File: config.mk
export PLATFORM = sky130hd
export DESIGN_NAME = piso_word_serializer
export DESIGN_NICKNAME = d
export VERILOG_FILES = /design/src/rtl/piso_word_serializer.sv
export SDC_FILE = /design/constraint.sdc
export NUM_CORES = 1
export LEC_CHECK = 0
export CORE_ASPECT_RATIO = 0.9
export CORE_MARGIN = 2
export CORE_UTILIZATION = 25
export CTS_CLUSTER_SIZE = 40
export DETAILED_ROUTE_END_ITERATION = 12
export MAX_ROUTING_LAYER = met4
export PLACE_DENSITY = 0.48
export SLEW_MARGIN = 10
export SYNTH_ARGS = -nofsm -noshare
export SYNTH_HDL_FRONTEND = slang
export SYNTH_SLANG_ARGS = --single-unit
File: constraint.sdc
create_clock -name clk -period 2.5 [get_ports clk]
set_input_delay 0.5 -clock clk [delete_from_list [all_inputs] [get_ports clk]]
set_output_delay 0.5 -clock clk [all_outputs]
set_load 0.01 [all_outputs]
File: src/rtl/piso_word_serializer.sv
// Parallel-in/serial-out word transmitter.
// Collects WIDTH/8 bytes (first byte most significant) over a valid/ready
// handshake, then shifts the word out MSB-first, one bit every DIV clocks,
// with first/last framing strobes. All serial outputs are registered.
module piso_word_serializer #(
    parameter int unsigned WIDTH = 32,
    parameter int unsigned DIV   = 1
) (
    input  logic       clk,
    input  logic       rst,
    input  logic [7:0] in_data,
    input  logic       in_valid,
    output logic       in_ready,
    output logic       ser_out,
    output logic       ser_valid,
    output logic       ser_first,
    output logic       ser_last,
    output logic       busy
);

    localparam int unsigned NBYTES = WIDTH / 8;
    localparam int unsigned BCW    = (NBYTES > 1) ? $clog2(NBYTES) : 1;
    localparam int unsigned BITW   = $clog2(WIDTH);
    localparam int unsigned DVW    = (DIV > 1) ? $clog2(DIV) : 1;

    localparam logic [BCW-1:0]  ByteLast  = BCW'(NBYTES - 1);
    localparam logic [BITW-1:0] BitLast   = BITW'(WIDTH - 1);
    localparam logic [BITW-1:0] BitPenult = BITW'(WIDTH - 2);
    localparam logic [DVW-1:0]  DivLast   = DVW'(DIV - 1);

    typedef enum logic {StLoad, StShift} state_e;

    state_e            r_state;
    logic [BCW-1:0]    r_byte_cnt;
    logic [BITW-1:0]   r_bit_cnt;
    logic [DVW-1:0]    r_div;
    logic [WIDTH-1:0]  r_shift;
    logic              r_ser_out;
    logic              r_ser_valid;
    logic              r_ser_first;
    logic              r_ser_last;

    state_e            w_state_nxt;
    logic [BCW-1:0]    w_byte_cnt_nxt;
    logic [BITW-1:0]   w_bit_cnt_nxt;
    logic [DVW-1:0]    w_div_nxt;
    logic [WIDTH-1:0]  w_shift_nxt;
    logic              w_ser_out_nxt;
    logic              w_ser_valid_nxt;
    logic              w_ser_first_nxt;
    logic              w_ser_last_nxt;
    logic [WIDTH-1:0]  w_shifted;

    assign w_shifted = r_shift << 1;

    // Next-state logic: byte assembly in LOAD, bit pacing and framing in SHIFT.
    always_comb begin
        w_state_nxt     = r_state;
        w_byte_cnt_nxt  = r_byte_cnt;
        w_bit_cnt_nxt   = r_bit_cnt;
        w_div_nxt       = r_div;
        w_shift_nxt     = r_shift;
        w_ser_out_nxt   = r_ser_out;
        w_ser_valid_nxt = r_ser_valid;
        w_ser_first_nxt = r_ser_first;
        w_ser_last_nxt  = r_ser_last;

        unique case (r_state)
            StLoad: begin
                if (in_valid) begin
                    for (int k = 0; k < NBYTES; k++) begin
                        if (r_byte_cnt == BCW'(k)) begin
                            w_shift_nxt[WIDTH-1-8*k -: 8] = in_data;
                        end
                    end
                    if (r_byte_cnt == ByteLast) begin
                        // Word complete: first bit appears on the very next cycle.
                        w_byte_cnt_nxt  = '0;
                        w_state_nxt     = StShift;
                        w_bit_cnt_nxt   = '0;
                        w_div_nxt       = '0;
                        w_ser_valid_nxt = 1'b1;
                        w_ser_first_nxt = 1'b1;
                        w_ser_last_nxt  = 1'b0;
                        w_ser_out_nxt   = w_shift_nxt[WIDTH-1];
                    end else begin
                        w_byte_cnt_nxt = r_byte_cnt + 1'b1;
                    end
                end
            end
            StShift: begin
                if (r_div == DivLast) begin
                    w_div_nxt = '0;
                    if (r_bit_cnt == BitLast) begin
                        // Final bit period done: return to idle level.
                        w_state_nxt     = StLoad;
                        w_bit_cnt_nxt   = '0;
                        w_shift_nxt     = '0;
                        w_ser_out_nxt   = 1'b0;
                        w_ser_valid_nxt = 1'b0;
                        w_ser_first_nxt = 1'b0;
                        w_ser_last_nxt  = 1'b0;
                    end else begin
                        w_bit_cnt_nxt   = r_bit_cnt + 1'b1;
                        w_shift_nxt     = w_shifted;
                        w_ser_out_nxt   = w_shifted[WIDTH-1];
                        w_ser_first_nxt = 1'b0;
                        w_ser_last_nxt  = (r_bit_cnt == BitPenult);
                    end
                end else begin
                    w_div_nxt = r_div + 1'b1;
                end
            end
            default: w_state_nxt = StLoad;
        endcase
    end

    // State register with synchronous active-high reset.
    always_ff @(posedge clk) begin
        if (rst) begin
            r_state     <= StLoad;
            r_byte_cnt  <= '0;
            r_bit_cnt   <= '0;
            r_div       <= '0;
            r_shift     <= '0;
            r_ser_out   <= 1'b0;
            r_ser_valid <= 1'b0;
            r_ser_first <= 1'b0;
            r_ser_last  <= 1'b0;
        end else begin
            r_state     <= w_state_nxt;
            r_byte_cnt  <= w_byte_cnt_nxt;
            r_bit_cnt   <= w_bit_cnt_nxt;
            r_div       <= w_div_nxt;
            r_shift     <= w_shift_nxt;
            r_ser_out   <= w_ser_out_nxt;
            r_ser_valid <= w_ser_valid_nxt;
            r_ser_first <= w_ser_first_nxt;
            r_ser_last  <= w_ser_last_nxt;
        end
    end

    assign in_ready  = (r_state == StLoad);
    assign busy      = (r_state == StShift);
    assign ser_out   = r_ser_out;
    assign ser_valid = r_ser_valid;
    assign ser_first = r_ser_first;
    assign ser_last  = r_ser_last;

endmodule
==> After elaboration in Yosys (flattened, before gate mapping) <==
Index checks and enable logic that the tools add are counted.
{ "classes": {"addsub": 3, "n_eq_ne": 12, "n_mux": 38, "bitwise": 1, "n_reduce_logical": 9} }
{ "ops": {"columns": ["op", "n"], "rows": [
  ["2-to-1 mux 32 bit", 3],
  ["one-hot mux 32 bit (2 select lines)", 1],
  ["2-to-1 mux 8 bit", 4],
  ["2-to-1 mux 5 bit", 4],
  ["2-to-1 mux 1 bit", 18],
  ["one-hot mux 1 bit (2 select lines)", 6],
  ["AND reduction 3 bit", 4],
  ["== test 5 bit (second input constant)", 2],
  ["inequality test 2 x 1 -> 1 bit (second input constant)", 5],
  ["one-hot mux 5 bit (2 select lines)", 1],
  ["AND reduction 2 bit", 3],
  ["adder 5 x 1 -> 5 bit (second input constant)", 1],
  ["== test 2 bit (second input constant)", 2],
  ["inequality test 2 bit (second input constant)", 2],
  ["AND reduction 4 bit", 1],
  ["adder 2 x 1 -> 2 bit (second input constant)", 1],
  ["== test 2 x 1 -> 1 bit (second input constant)", 1],
  ["zero test 2 bit", 1],
  ["2-to-1 mux 2 bit", 1],
  ["adder 1 bit (second input constant)", 1],
  ["inverter 1 bit", 1]
]} }
{ "word_totals": {"reg_bits": 45, "output_inout_bits": 6, "word_cells": 76} }

==> Depth between registers and ports, before layout <==
Gate-level depths: netlist of the first run.
{ "depth": {"ltp_word": 5, "mapped_depth": 8, "depth_no_buf": 6} }

==> Least setup slack after synthesis of the first run <==
No wires, ideal clock.
{ "synth_timing": {"path_kind": "register to register", "startpoint": "reg r_bit_cnt[0]", "endpoint": "reg r_bit_cnt[2]", "setup_ps": 88, "arrival_ps": 1554, "slack_ps": 857, "stages_incl_launch_ff": 9, "n_path_buf": 2, "cell_sequence": "dfxtp_1 -> ha_1 -> and3_1 -> ha_1 -> nor2b_1 -> buf_4 -> buf_6 -> a21oi_1 -> a311oi_2"} }
{ "synth_via": {"elab_chain_len": 4} }
{ "synth_lines": {"columns": ["item", "line", "rtl"], "rows": [
  ["start: declaration", "35", "logic [BITW-1:0] r_bit_cnt;"],
  ["start signal: assignment", "133", "r_bit_cnt <= w_bit_cnt_nxt;"],
  ["adder 5 x 1 -> 5 bit or == test 5 bit (tied branches)", "104, 94", null],
  ["2-to-1 mux 5 bit (*)", "94", "if (r_bit_cnt == BitLast) begin"],
  ["2-to-1 mux 5 bit (*)", "92", "if (r_div == DivLast) begin"],
  ["one-hot mux 5 bit (2 select lines) (*)", "68", "unique case (r_state)"]
]} }
Mark *: on every way between the ends. The rest lies on a longest branch, timed or not. The select of a mux whose other input is x is not followed.
A chain may end at the register's enable or synchronous reset.

==> Final worst setup path of the first run <==
{ "layout_timing": {"startpoint": "reg r_state, in the netlist busy", "endpoint": "out in_ready"} }
{ "layout_via": {"elab_chain_len": 1} }
{ "layout_lines": {"columns": ["item", "line", "rtl"], "rows": [
  ["start: declaration", "33", "state_e r_state;"],
  ["start signal: assignment", "121", "r_state <= StLoad;"],
  ["start signal: assignment", "131", "r_state <= w_state_nxt;"],
  ["inverter 1 bit (no source line)", null, null],
  ["end: declaration", "13", "output logic in_ready,"]
]} }
Every way passes these cells.

==> key figures, run 1 <==
Floorplan
  • Chip height: 87.6 microns
  • Die W: 96.8 microns
  • Core area: 0.00754 sq mm
  • Initial Util: 25.7%
  • Die Area: 0.00848 sq mm
  • # rows: 30
  • Num ports: 17

Timing
  • Final setup viols: 0
  • Setup TNS: 0 ns
  • Tmin final: 1.92 ns
  • Clock skew: 0.00836 ns
  • Rel. slew slack: 64.9%
  • Final hold vios: 0
  • RSZ-0062 raised after global routing: false
  • Max Clock Freq: 522 MHz
  • Ratio of final minimum period to clock period: 76.6%
  • Final slew viol count: 0
  • Least-Margin Pin Slew: 0.525 ns

Detailed routing
  • DR pass1 iterations: 5
  • DRC viols: 0
  • Final wirelength: 4.70 mm
  • Routed Antenna Nets: 0
  • Vias: 1585
  • Wire per inst: 14.1 microns
  • Vias/cell: 4.76
  • Initial drt markers: 94

Clock tree
  • CTS tree: done
  • Cts repair resizes: 0
  • Clock buffer depth: 2
  • Root Driver: clkbuf_8
  • CTS buffer count: 5
  • Post-CTS Hold Buffers: 0
  • CTS clk-pin slew, worst paths: 0.08 ns
  • Clock latency on the worst-skew pair: 0.30 ns
  • Post-CTS Setup Inserts: 0
  • Clock Sinks: 44
  • H-Tree Depth: 2

Final layout
  • Layout cells sized above 1: 8.86%
  • Highest-count cells in the layout ignoring fill and taps: 44 x dfxtp_1, 35 x nor2_1, 31 x nor3_1
  • Ant diodes: 0
  • Nets@finish: 255
  • Commonest non-fill, non-tap cell in the layout: dfxtp_1
  • Layout area overhead: 19.3%

Global route
  • Vias in the first global route: 1495
  • First-pass GRT wire length: 7.70 mm
  • Largest net degree at the start of global routing: 45
  • Initial antenna violation count: 0
  • Global route overflow: 0
  • GRT Util Overall: 11.8%

Pwr
  • VDD IR-drop max: 230 uV
  • Power density over cell area: 668 mW/mm^2
  • Final Total Pwr: 1540 uW
  • Pleak: 0.000842 uW

Yosys
  • Top FF cell, synth: dfxtp_1
  • Top area cells in the synthesized netlist: dfxtp_1 45%, a211oi_1 11%, nor3_1 8.0%, nor2_1 6.8%, ha_1 5.2%
  • Post-synth top area share: 45.4%
  • Ys Warns: 0
  • Register bit total from synthesis: 44
  • Gate Count Post-Synth: 221
  • Ys async rst share: 0%
  • Mapped Nets: 240
  • Seq/Total Area, Yosys: 45.4%
  • Post-synth design cell area: 0.00194 sq mm
  • Synth cell types: 29
  • Post-synth EDFFs: 0
  • Largest area contributor in the netlist: dfxtp_1
  • Average cell area after synthesis: 8.78 sq um

Setup path
  • CP endpoint: in_ready
  • Worst R2R End: r_bit_cnt[2]$_SDFFE_PP0P_
  • Worst path cell trace: inv_2 > clkdlybuf4s50_1
  • Worst-path maximum fanout: 8
  • Crit. End Element: primary output
  • Worst Setup SP: busy$_SDFF_PP0_
  • Crit path DAT: 1.42 ns
  • Worst Path Required: 2.00 ns
  • Startpoint Class: flip-flop
  • Worst R2R Setup Slack: 0.61 ns
  • Crit Reg-Reg Startpoint: r_bit_cnt[0]$_SDFFE_PP0P_
  • Crit path kind: reg2out
  • Reg2Reg Depth: 7
  • Slowest stage delay, CP: 0.50 ns
  • CP max-delay cell: clkdlybuf4s50_1

Status
  • Status: finished clean

Placement
  • HPWL after detailed placement: 3.02 mm
  • Global placer's final weighted congestion: 0.759
  • PortBufs: 16

Job
  • Max-cap check violation count: 0

Min path
  • Hold WC Path Type: reg2reg
==> sequential cells by signal, indices dropped and copies added (netlist names) <==
register / cells
ser_last: 1
r_shift: 32
busy: 1
r_byte_cnt: 2
ser_valid: 1
ser_out: 1
ser_first: 1
r_bit_cnt: 5
==> how the worst min path moves through the flow <==
| stage | from | slack [ns] | cells after the start | to |
|---|---|---|---|---|
| floorplan | r_shift[28]$_SDFFE_PP0P_ | 0.45 | 2 | r_shift[29]$_SDFFE_PP0P_ |
| global placement | ser_valid$_SDFFE_PP0P_ | 0.45 | 2 | ser_valid$_SDFFE_PP0P_ |
| detailed placement | ser_valid$_SDFFE_PP0P_ | 0.45 | 2 | ser_valid$_SDFFE_PP0P_ |
| CTS | ser_valid$_SDFFE_PP0P_ | 0.46 | 2 | ser_valid$_SDFFE_PP0P_ |
| global route | ser_valid$_SDFFE_PP0P_ | 0.49 | 2 | ser_valid$_SDFFE_PP0P_ |
| finish | ser_valid$_SDFFE_PP0P_ | 0.46 | 2 | ser_valid$_SDFFE_PP0P_ |
==> worst max-delay path, delay by kind of cell, from the launching register on <==
family	cells	cell delay, ns
buf+inv	2	0.63
flops	1	0.49
==> layout make-up <==
| cell class | instances | area [sq um] |
|---|---|---|
| fillers | 780 | 5230 |
| clock buffers | 7 | 96.3 |
| well taps | 96 | 120 |
| multi-input cells | 160 | 973 |
| repair buffers | 21 | 198 |
| inverters | 4 | 15.0 |
| clock inverters | 1 | 30.0 |
| flip-flops and latches | 44 | 881 |
==> where the power goes <==
part           internal (uW)  switching [uW]  total, uW
clock network            353             249        602
registers                742            23.4        765
logic                   72.6             105        177
==> cell families (layout without fill, tap and decap cells) <==
logic type	after synthesis	after routing	share of synthesized area, %
muxes	4	4	2.13
adders and majority gates	8	8	5.16
DFF	44	44	45.4
AOI/OAI and AO/OA	51	51	19.4
and+or+nand+nor	97	97	23.4
buffers and inverters	17	33	4.52
==> per-layer routing <==
| layer | share of wire (%) | vias up | global-route usage [%] |
|---|---|---|---|
| met1 | 51 | 736 | 16.3 |
| li1 | - | 820 | - |
| met4 | 0.47 | 0 | 2.69 |
| met5 | 0 | - | - |
| met3 | 3.0 | 4 | 2.71 |
| met2 | 45 | 25 | 17.6 |
==> per-stage QoR <==
step / instance area, sq um / hold slack (ns) / utilization (%) / instances / worst slack, ns
floorplan: 1940 / 0.447 / - / 221 / 0.857
global placement: 2190 / 0.447 / 29.0 / 325 / 0.565
detailed placement: 2190 / 0.450 / 29.0 / 325 / 0.515
CTS: 2310 / 0.463 / 30.7 / 333 / 0.558
global route: 2310 / 0.491 / 30.7 / 333 / 0.469
finish: 2310 / 0.456 / 30.7 / 333 / 0.584
==> cells in the mapped netlist, types with 2 or more instances <==
library cell	count
mux2i_1	3
a31oi_1	3
nand2_1	10
clkbuf_1	5
a22oi_1	2
nor3_1	31
nand2b_1	2
a21o_1	4
buf_2	4
nor2b_1	9
a211oi_1	29
a21oi_1	7
buf_4	3
nor2_1	35
nand3_1	6
dfxtp_1	44
a21oi_2	3
ha_1	8
inv_1	3
Note: power is estimated with default switching activity, not from simulation.
==> run 2: changes to the inputs <==
- PLACE_DENSITY: 0.48 -> 0.49
- clock period: 2.5 -> 1.65 ns (I/O delays scaled with it)
==> run 2 against run 1 <==
Final cell count is 6.9% higher. Cell area is 12% higher. Critical path depth is 5 higher. Core utilization is 3.7 points higher. Worst setup slack worse by 0.53 ns. Die area stayed put. Clock power is 44% higher. Power is 51% higher. First-iteration DRC count is 14% lower. Critical endpoint is now r_shift[30]$_SDFFE_PP0P_. Largest power group unchanged.
==> key figures, run 2 (synthesis gave the netlist of run 1 again) <==
Floorplan
  • Chip height: 87.6 microns
  • Initial Util: 25.7%
  • Num ports: 17
  • Core area: 0.00754 sq mm
  • Die Area: 0.00848 sq mm
  • # rows: 30
  • Die W: 96.8 microns

Clock tree
  • Clock latency on the worst-skew pair: 0.30 ns
  • Root Driver: clkbuf_8
  • CTS buffer count: 5
  • CTS clk-pin slew, worst paths: 0.09 ns
  • Clock buffer depth: 2
  • Clock Sinks: 44
  • H-Tree Depth: 2
  • CTS tree: done

Placement
  • PortBufs: 16
  • Global placer's final weighted congestion: 0.730
  • HPWL after detailed placement: 3.13 mm

Global route
  • GRT Util Overall: 11.3%
  • Vias in the first global route: 1518
  • First-pass GRT wire length: 7.52 mm
  • Initial antenna violation count: 0
  • Largest net degree at the start of global routing: 45
  • Global route overflow: 0

Final layout
  • Commonest non-fill, non-tap cell in the layout: dfxtp_1
  • Nets@finish: 278
  • Layout area overhead: 33.6%
  • Biggest register: r_shift
  • Reg area: 885 sq um
  • Max reg flops: 32
  • Ant diodes: 0
  • Biggest regs: r_shift: 32 flops, r_bit_cnt: 5 flops, r_byte_cnt: 2 flops
  • Fillers: 775
  • Highest-count cells in the layout ignoring fill and taps: 41 x dfxtp_1, 35 x nor2_1, 30 x nor3_1
  • Layout cells sized above 1: 20.8%
  • Multi-input gate area: 0.00103 sq mm

Detailed routing
  • Wire per inst: 13.1 microns
  • DRC viols: 0
  • Vias/cell: 4.77
  • DR pass1 iterations: 4
  • Initial drt markers: 81
  • Final wirelength: 4.68 mm
  • Vias: 1698
  • Routed Antenna Nets: 0

Pwr
  • Internal power: 1720 uW
  • Combinational power share: 13.1%
  • Clock Power Share: 37.2%
  • Reg power frac: 49.7%
  • Power density over cell area: 899 mW/mm^2
  • VDD IR-drop max: 309 uV
  • Switching part of the total power: 26.0%
  • Sw Pwr: 605 uW
  • Final Total Pwr: 2330 uW
  • Pleak: 0.000965 uW

Setup path
  • Crit path DAT: 1.82 ns
  • Startpoint Class: flip-flop
  • Worst Path Required: 1.88 ns
  • Crit path kind: reg2reg
  • Crit Reg-Reg Startpoint: r_bit_cnt[1]$_SDFFE_PP0P_
  • Worst Setup SP: r_bit_cnt[1]$_SDFFE_PP0P_
  • Crit. End Element: flip-flop
  • Worst-path maximum fanout: 15

Timing
  • Final hold vios: 0
  • Tmin final: 1.59 ns
  • Hold WS: 0.457 ns
  • Ratio of final minimum period to clock period: 96.5%
  • Final slew viol count: 0
  • Final setup viols: 0
  • Clock skew: 0.0127 ns
  • Least-Margin Pin Slew: 0.313 ns
  • Max Clock Freq: 628 MHz
  • Rel. slew slack: 79.1%
  • RSZ-0062 raised after global routing: true
  • Setup TNS: 0 ns

Min path
  • Hold_sp: ser_valid$_SDFFE_PP0P_
  • Hold WC Path Type: reg2reg

Status
  • Status: finished clean

Job
  • Max-cap check violation count: 0
==> run 2: cell count changes in the layout (fill, tap and decap cells not counted), moves of 2 or more <==
cell,before,now
ha_1,8,6
clkbuf_8,7,5
ha_4,0,2
a211oi_1,29,27
dfxtp_2,0,3
dfxtp_1,44,41
a211oi_2,0,2
buf_4,5,23
buf_12,0,3
==> run 2: per-stage QoR <==
| step | std cells | area (sq um) | setup WS, ns | utilization (%) |
|---|---|---|---|---|
| 3_3_place_gp | 346 | 2380 | -0.0291 | 31.6 |
| 6_report | 356 | 2590 | 0.0578 | 34.3 |
| 3_5_place_dp | 346 | 2380 | -0.0623 | 31.6 |
| 5_1_grt | 356 | 2590 | -0.00951 | 34.3 |
| 2_1_floorplan | 221 | 1940 | 0.00738 | - |
| 4_1_cts | 355 | 2520 | 0.0236 | 33.3 |
==> run 2: timing repair <==
item	in CTS	in global routing
hold endpoints to repair	0	0
hold buffers	0	0
pin swaps	0	2
gates cloned	0	1
buffers inserted	1	0
gates resized for setup	3	11
setup endpoints to repair	20	32
==> run 2: worst paths after layout <==
check	end	slack, ns	cells after the start
max	r_shift[30]$_SDFFE_PP0P_	0.06	7
min	ser_valid$_SDFFE_PP0P_	0.46	2
max reg2reg	r_shift[30]$_SDFFE_PP0P_	0.06	7
min reg2reg	ser_valid$_SDFFE_PP0P_	0.46	2
==> run 2: final cells by class <==
class | count | share of cell area, %
multi-input cells | 160 | 39.6
flip-flops and latches | 44 | 34.1
clock buffers | 5 | 2.66
well taps | 96 | 4.64
inverters | 4 | 0.579
repair buffers | 44 | 16.6
clock inverters | 3 | 1.79
==> run 2: critical path: stages, from the launching register on <==
cell	delay (ns)
dfxtp_2	0.34
ha_4	0.15
and3_4	0.18
ha_4	0.17
nor2b_4	0.22
clkbuf_16	0.22
a211oi_1	0.08
nor3_1	0.16
==> run 2: metal layers <==
metal | GRT usage (%) | vias to the layer above | share of wire [%]
li1 | - | 873 | -
met3 | 2.71 | 3 | 2.2
met5 | - | - | 0
met4 | 3.07 | 0 | 0.43
met2 | 16.1 | 16 | 43
met1 | 15.9 | 806 | 54
==> run 2: power groups by stage <==
stage,logic (uW),clock network (uW),registers (uW)
after global routing,342,932,1170
after CTS,303,888,1160
after detailed placement,300,0,1180
after floorplan,187,0,1180
final,305,865,1160
after global placement,299,0,1180
==> run 3: changes to the inputs <==
- ABC_AREA: not set -> 0
==> results of run 3 <==
Final layout, timing and power as in run 2 (identical DEF).
